**src/rtl/mc_pkg.sv**
```systemverilog
// Shared encodings for the multi-cycle RV32I control unit.
// Holds FSM states, opcodes, datapath select codes and the decode bundle.
package mc_pkg;

    typedef logic [3:0] state_t;

    localparam state_t S_IDLE   = 4'd0;
    localparam state_t S_FETCH  = 4'd1;
    localparam state_t S_DECODE = 4'd2;
    localparam state_t S_EXEC   = 4'd3;
    localparam state_t S_MEM    = 4'd4;
    localparam state_t S_WB     = 4'd5;
    localparam state_t S_BRANCH = 4'd6;
    localparam state_t S_JUMP   = 4'd7;
    localparam state_t S_HALT   = 4'd8;

    localparam logic [6:0] OP_LOAD   = 7'b0000011;
    localparam logic [6:0] OP_STORE  = 7'b0100011;
    localparam logic [6:0] OP_BRANCH = 7'b1100011;
    localparam logic [6:0] OP_REG    = 7'b0110011;
    localparam logic [6:0] OP_IMM    = 7'b0010011;
    localparam logic [6:0] OP_LUI    = 7'b0110111;
    localparam logic [6:0] OP_JAL    = 7'b1101111;

    localparam logic [2:0] IMM_I = 3'd0;
    localparam logic [2:0] IMM_S = 3'd1;
    localparam logic [2:0] IMM_B = 3'd2;
    localparam logic [2:0] IMM_U = 3'd3;
    localparam logic [2:0] IMM_J = 3'd4;

    localparam logic [2:0] ALU_ADD   = 3'd0;
    localparam logic [2:0] ALU_SUB   = 3'd1;
    localparam logic [2:0] ALU_AND   = 3'd2;
    localparam logic [2:0] ALU_OR    = 3'd3;
    localparam logic [2:0] ALU_FUNCT = 3'd4;

    localparam logic [1:0] A_PC     = 2'd0;
    localparam logic [1:0] A_RS1    = 2'd1;
    localparam logic [1:0] A_OLD_PC = 2'd2;
    localparam logic [1:0] A_ZERO   = 2'd3;

    localparam logic [1:0] B_RS2  = 2'd0;
    localparam logic [1:0] B_IMM  = 2'd1;
    localparam logic [1:0] B_FOUR = 2'd2;

    localparam logic [1:0] WB_ALU_R = 2'd0;
    localparam logic [1:0] WB_MEM   = 2'd1;
    localparam logic [1:0] WB_ALU   = 2'd2;
    localparam logic [1:0] WB_PC4   = 2'd3;

    typedef struct packed {
        logic is_lw;
        logic is_sw;
        logic is_beq;
        logic is_r;
        logic is_addi;
        logic is_lui;
        logic is_jal;
        logic is_illegal;
    } dec_t;

    function automatic logic is_mem_op(input dec_t d);
        return d.is_lw | d.is_sw;
    endfunction

endpackage

```
**src/rtl/mc_decode.sv**
```systemverilog
// Opcode/funct classification of the instruction register.
// Ports: instr (IR contents) in, cls (one-hot instruction class) out.
module mc_decode
    import mc_pkg::*;
(
    input  logic [31:0] instr,
    output dec_t        cls
);

    logic [6:0] opc;
    logic [2:0] f3;
    logic [6:0] f7;
    logic       r_ok;
    logic       unused_bits;

    assign opc = instr[6:0];
    assign f3  = instr[14:12];
    assign f7  = instr[31:25];

    // Register fields are irrelevant to classification.
    assign unused_bits = ^{instr[24:15], instr[11:7]};

    // add/sub share funct3 000; and/or need funct7 of zero.
    assign r_ok = (f3 == 3'b000 && (f7 == 7'b0000000 || f7 == 7'b0100000))
               || (f3 == 3'b110 && f7 == 7'b0000000)
               || (f3 == 3'b111 && f7 == 7'b0000000);

    assign cls.is_lw   = (opc == OP_LOAD)   && (f3 == 3'b010);
    assign cls.is_sw   = (opc == OP_STORE)  && (f3 == 3'b010);
    assign cls.is_beq  = (opc == OP_BRANCH) && (f3 == 3'b000);
    assign cls.is_r    = (opc == OP_REG)    && r_ok;
    assign cls.is_addi = (opc == OP_IMM)    && (f3 == 3'b000);
    assign cls.is_lui  = (opc == OP_LUI);
    assign cls.is_jal  = (opc == OP_JAL);

    assign cls.is_illegal = ~(cls.is_lw | cls.is_sw | cls.is_beq | cls.is_r
                            | cls.is_addi | cls.is_lui | cls.is_jal);

endmodule

```
**src/rtl/mc_ctrl.sv**
```systemverilog
// Multi-cycle RV32I control FSM with shared memory port arbitration.
// Ports: clk/rst_n, instr/zero/mem_ack in; datapath selects, enables,
//        memory request, retire pulse/counter and sticky illegal out.
module mc_ctrl
    import mc_pkg::*;
#(
    parameter int RETIRE_W = 32
) (
    input  logic                clk,
    input  logic                rst_n,
    input  logic [31:0]         instr,
    input  logic                zero,
    input  logic                mem_ack,
    output logic                mem_req,
    output logic                mem_we,
    output logic                mem_addr_sel,
    output logic                ir_we,
    output logic                pc_we,
    output logic                pc_src,
    output logic [2:0]          imm_sel,
    output logic [1:0]          alu_a_sel,
    output logic [1:0]          alu_b_sel,
    output logic [2:0]          alu_op,
    output logic                rf_we,
    output logic [1:0]          wb_sel,
    output logic                retire,
    output logic [RETIRE_W-1:0] retire_cnt,
    output logic                illegal
);

    state_t state_q;
    state_t state_d;
    dec_t   cls;

    mc_decode u_decode (
        .instr (instr),
        .cls   (cls)
    );

    always_comb begin
        state_d = state_q;
        case (state_q)
            S_IDLE:   state_d = S_FETCH;
            S_FETCH:  if (mem_ack) state_d = S_DECODE;
            S_DECODE: begin
                if (cls.is_illegal)  state_d = S_HALT;
                else if (cls.is_beq) state_d = S_BRANCH;
                else if (cls.is_jal) state_d = S_JUMP;
                else                 state_d = S_EXEC;
            end
            S_EXEC:   state_d = is_mem_op(cls) ? S_MEM : S_WB;
            S_MEM: begin
                if (mem_ack) state_d = cls.is_lw ? S_WB : S_FETCH;
            end
            S_WB:     state_d = S_FETCH;
            S_BRANCH: state_d = S_FETCH;
            S_JUMP:   state_d = S_FETCH;
            S_HALT:   state_d = S_HALT;
            default:  state_d = S_IDLE;
        endcase
    end

    always_ff @(posedge clk or negedge rst_n) begin
        if (!rst_n) begin
            state_q <= S_IDLE;
        end else begin
            state_q <= state_d;
        end
    end

    always_comb begin
        mem_req      = 1'b0;
        mem_we       = 1'b0;
        mem_addr_sel = 1'b0;
        ir_we        = 1'b0;
        pc_we        = 1'b0;
        pc_src       = 1'b0;
        imm_sel      = IMM_I;
        alu_a_sel    = A_PC;
        alu_b_sel    = B_RS2;
        alu_op       = ALU_ADD;
        rf_we        = 1'b0;
        wb_sel       = WB_ALU_R;
        retire       = 1'b0;
        case (state_q)
            S_FETCH: begin
                mem_req   = 1'b1;
                alu_a_sel = A_PC;
                alu_b_sel = B_FOUR;
                alu_op    = ALU_ADD;
                // IR and PC load together on the accepted fetch.
                ir_we     = mem_ack;
                pc_we     = mem_ack;
                pc_src    = 1'b0;
            end
            S_DECODE: begin
                // Branch target is precomputed while decoding.
                imm_sel   = IMM_B;
                alu_a_sel = A_OLD_PC;
                alu_b_sel = B_IMM;
                alu_op    = ALU_ADD;
            end
            S_EXEC: begin
                if (cls.is_r) begin
                    alu_a_sel = A_RS1;
                    alu_b_sel = B_RS2;
                    alu_op    = ALU_FUNCT;
                end else if (cls.is_lui) begin
                    imm_sel   = IMM_U;
                    alu_a_sel = A_ZERO;
                    alu_b_sel = B_IMM;
                end else if (cls.is_sw) begin
                    imm_sel   = IMM_S;
                    alu_a_sel = A_RS1;
                    alu_b_sel = B_IMM;
                end else begin
                    imm_sel   = IMM_I;
                    alu_a_sel = A_RS1;
                    alu_b_sel = B_IMM;
                end
            end
            S_MEM: begin
                mem_req      = 1'b1;
                mem_addr_sel = 1'b1;
                mem_we       = cls.is_sw;
                // A store completes on its acknowledge.
                retire       = cls.is_sw & mem_ack;
            end
            S_WB: begin
                rf_we  = 1'b1;
                wb_sel = cls.is_lw ? WB_MEM : WB_ALU_R;
                retire = 1'b1;
            end
            S_BRANCH: begin
                alu_a_sel = A_RS1;
                alu_b_sel = B_RS2;
                alu_op    = ALU_SUB;
                pc_we     = zero;
                pc_src    = 1'b1;
                retire    = 1'b1;
            end
            S_JUMP: begin
                imm_sel   = IMM_J;
                alu_a_sel = A_OLD_PC;
                alu_b_sel = B_IMM;
                alu_op    = ALU_ADD;
                pc_we     = 1'b1;
                pc_src    = 1'b0;
                // Link value comes from the dedicated old-PC+4 path.
                rf_we     = 1'b1;
                wb_sel    = WB_PC4;
                retire    = 1'b1;
            end
            default: begin
            end
        endcase
    end

    always_ff @(posedge clk or negedge rst_n) begin
        if (!rst_n) begin
            retire_cnt <= '0;
        end else if (retire) begin
            retire_cnt <= retire_cnt + RETIRE_W'(1);
        end
    end

    // Only a reset clears it; HALT is absorbing anyway.
    always_ff @(posedge clk or negedge rst_n) begin
        if (!rst_n) begin
            illegal <= 1'b0;
        end else if (state_q == S_DECODE && cls.is_illegal) begin
            illegal <= 1'b1;
        end
    end

endmodule
```
**config.mk**
```make
export PLATFORM = sky130hd
export DESIGN_NAME = mc_ctrl
export DESIGN_NICKNAME = d
export VERILOG_FILES = /design/src/rtl/mc_pkg.sv /design/src/rtl/mc_decode.sv /design/src/rtl/mc_ctrl.sv
export SDC_FILE = /design/constraint.sdc
export NUM_CORES = 1
export LEC_CHECK = 0
export CELL_PAD_IN_SITES_DETAIL_PLACEMENT = 0
export CELL_PAD_IN_SITES_GLOBAL_PLACEMENT = 2
export CORE_MARGIN = 5
export CORE_UTILIZATION = 25
export CTS_BUF_LIST = sky130_fd_sc_hd__clkbuf_2
export CTS_CLUSTER_DIAMETER = 120
export DETAILED_ROUTE_END_ITERATION = 10
export PLACE_DENSITY = 0.83
export RECOVER_POWER = 25
export SKIP_CTS_REPAIR_TIMING = 1
export SLEW_MARGIN = 20
export SYNTH_ARGS = -nofsm -noshare
export SYNTH_HDL_FRONTEND = slang
export SYNTH_SLANG_ARGS = --single-unit
export TNS_END_PERCENT = 30
```
**constraint.sdc**
```tcl
create_clock -name clk -period 2.2 [get_ports clk]
set_input_delay 0.44 -clock clk [delete_from_list [all_inputs] [get_ports clk]]
set_output_delay 0.44 -clock clk [all_outputs]
set_load 0.05 [all_outputs]
```
==> flow_summary.json <==
{
  "crit_path_start": "instr[12]",
  "vias": 2044,
  "initial_core_util": 0.258,
  "hold_path_class": "flip-flop to flip-flop",
  "synth.area.top_cells": "dfrtp_1 43%, xor2_1 6.9%, xnor2_1 5.3%, nand2_1 3.5%, nand3_1 3.3%",
  "fin_ws_ns": 0.0307,
  "status": "complete, but fails checks",
  "dr.pass1.iters": 4,
  "synthFlopType": "dfrtp_1",
  "synthesis.nets": 264,
  "regToRegEndpoint": "retire_cnt[29]",
  "cts.sinks": 37,
  "crit_end": "imm_sel[0]",
  "path_class": "input port to primary output",
  "rsz0062_at_grt": "true",
  "whs_ns": 0.493,
  "skew_ns": 0.0188,
  "clock_latency_ns": 0.37,
  "postRouteAntennaNets": 0,
  "vias_per_cell": 4.62,
  "critical_path_arrival_ns": 1.73,
  "area_growth_pct": 73.0,
  "synth_edf_count": 0,
  "cts-root-buf": "clkbuf_2",
  "synth.top_cell.area_share": 0.432,
  "cap_violations": 1,
  "synth_area_um2": 2140,
  "synth_seq_area_share": 0.432,
  "clock_path_buffers": 2,
  "fp.dieH_um": 103,
  "remaining_drc_errors": 0,
  "grt_max_degree": 38,
  "cts_buffers": 5,
  "nFillCells": 791,
  "powerDensity_nw_per_um2": 901,
  "worstHoldStart": "retire_cnt[31]",
  "ir_drop_mv": 0.480,
  "yosysTopAreaCell": "dfrtp_1",
  "io_pins": 89,
  "synth-seq-cells": 37,
  "post-place-ws_ns": -0.415,
  "yosys_warnings": 0,
  "nets": 373,
  "routed_wirelength_um": 6230,
  "drt-initial-drc-count": 63,
  "grt_pass1_wl_um": 10000,
  "cts_tree": "done",
  "slew_headroom": -0.280,
  "place_congestion": 0.794,
  "dieArea_um2": 10500,
  "leakagePower_nw": 1.93,
  "required_ns": 1.76,
  "cp_max_fo": 4,
  "r2r_start": "state_q[2]",
  "grt_overflow": 0,
  "async_reset_ff_frac": 1.00,
  "rrSetupSlack_ns": 0.36,
  "diodes": 0,
  "hold_viol": 0,
  "period_needed_ns": 2.17,
  "grt_antenna_before_repair": 0,
  "core_area_um2": 8300,
  "syn_inst": 227,
  "violations": "max-capacitance violations, max-slew violations",
  "wl_per_cell_um": 14.1,
  "grt_use_total": 0.118,
  "synthTopCellsByCount": "37 x dfrtp_1, 20 x nand2_1, 18 x nor2_1, 17 x xor2_1, 14 x nand3_1",
  "setup_tns_ns": 0,
  "cp-end-kind": "primary output",
  "drive_above_1_share": 0.320,
  "setup-violations-final": 0,
  "hpwl_um": 4760,
  "fp-row-count": 33,
  "max_freq_ghz": 0.461,
  "yosys.cell_count.top_type": "dfrtp_1",
  "die_w_um": 103,
  "syn_avg_cell_area_um2": 9.44,
  "port_buffers": 72,
  "yosysUniqueCellTypes": 48,
  "final_max_slew_viol_count": 38,
  "r2r_cells": 7,
  "h-tree-depth": 2,
  "final.period_utilization": 0.986,
  "grt_pass1_vias": 2007,
  "path_clk_slew_ns": 0.18,
  "cp-start-kind": "input port",
  "worst_slew_pin_slew_ns": 1.92
}
-- cell type report --
cell class	instances	area, um^2	share of cell area
Clock buffer	6	30.0	0.00810
Clock inverter	2	33.8	0.00911
Sequential cell	37	928	0.250
Tap cell	105	131	0.0354
Multi-Input combinational cell	173	1290	0.347
Timing Repair Buffer	111	1270	0.342
Inverter	8	30.0	0.00810
-- metal layers --
layer  up-vias  GRT usage  part of all wire
met4         0     0.0303             0.012
met2        52      0.185              0.49
met1       968      0.165              0.45
met5         -          0                 0
li1       1018          -                 -
met3         6     0.0277             0.055
-- placed cells by master (no fill, tap or decap), drive strengths merged, types with 7 or more instances in the layout --
cell type	netlist	routed
clkdlybuf4s50	0	25
dfrtp	37	37
xor2	17	17
dlymetal6s2s	0	26
nand2	20	20
nor2	18	18
buf	5	57
xnor2	14	14
clkbuf	4	9
inv	7	8
nand3	14	14
and4	7	7
nor3	13	13
-- power breakdown --
part           switching, W  internal (W)
clock network      0.000217      0.000194
registers         0.0000747      0.000748
logic               0.00116      0.000946
total               0.00145       0.00189
-- per-stage QoR --
step / util / total power, W / area, um^2 / instances
6_report: 0.447 / 0.00334 / 3710 / 442
5_1_grt: 0.447 / 0.00352 / 3710 / 442
4_1_cts: 0.411 / 0.00313 / 3410 / 431
3_5_place_dp: 0.403 / 0.00271 / 3350 / 423
3_3_place_gp: 0.403 / 0.00271 / 3350 / 423
2_1_floorplan: - / 0.00184 / 2160 / 227
-- critical path: stages --
cell and delay (ns):
dlymetal6s2s_1 0.15, nor4_4 0.35, nand3_1 0.15, inv_1 0.10, nand2_2 0.09, a211oi_4 0.24, clkbuf_16 0.20
-- state kept, by name, summed over array words and instances, names as in the netlist --
register and cells:
retire_cnt 32, illegal 1, state_q 4
-- cell families after synthesis --
family | share of synthesized area
compound gates | 0.0800
fa+ha+maj | 0.00584
flops | 0.432
xor+xnor | 0.130
mux | 0.00525
simple gates | 0.309
other cells | 0.00175
buf+inv | 0.0362
-- worst min path at each step --
stage | endpoint | cells after the start
after detailed placement | retire_cnt[31] | 1
after global placement | illegal | 1
after global routing | retire_cnt[31] | 1
after floorplan | illegal | 0
after CTS | retire_cnt[4] | 1
final | retire_cnt[31] | 1
Power figures use the tool's default switching activity.
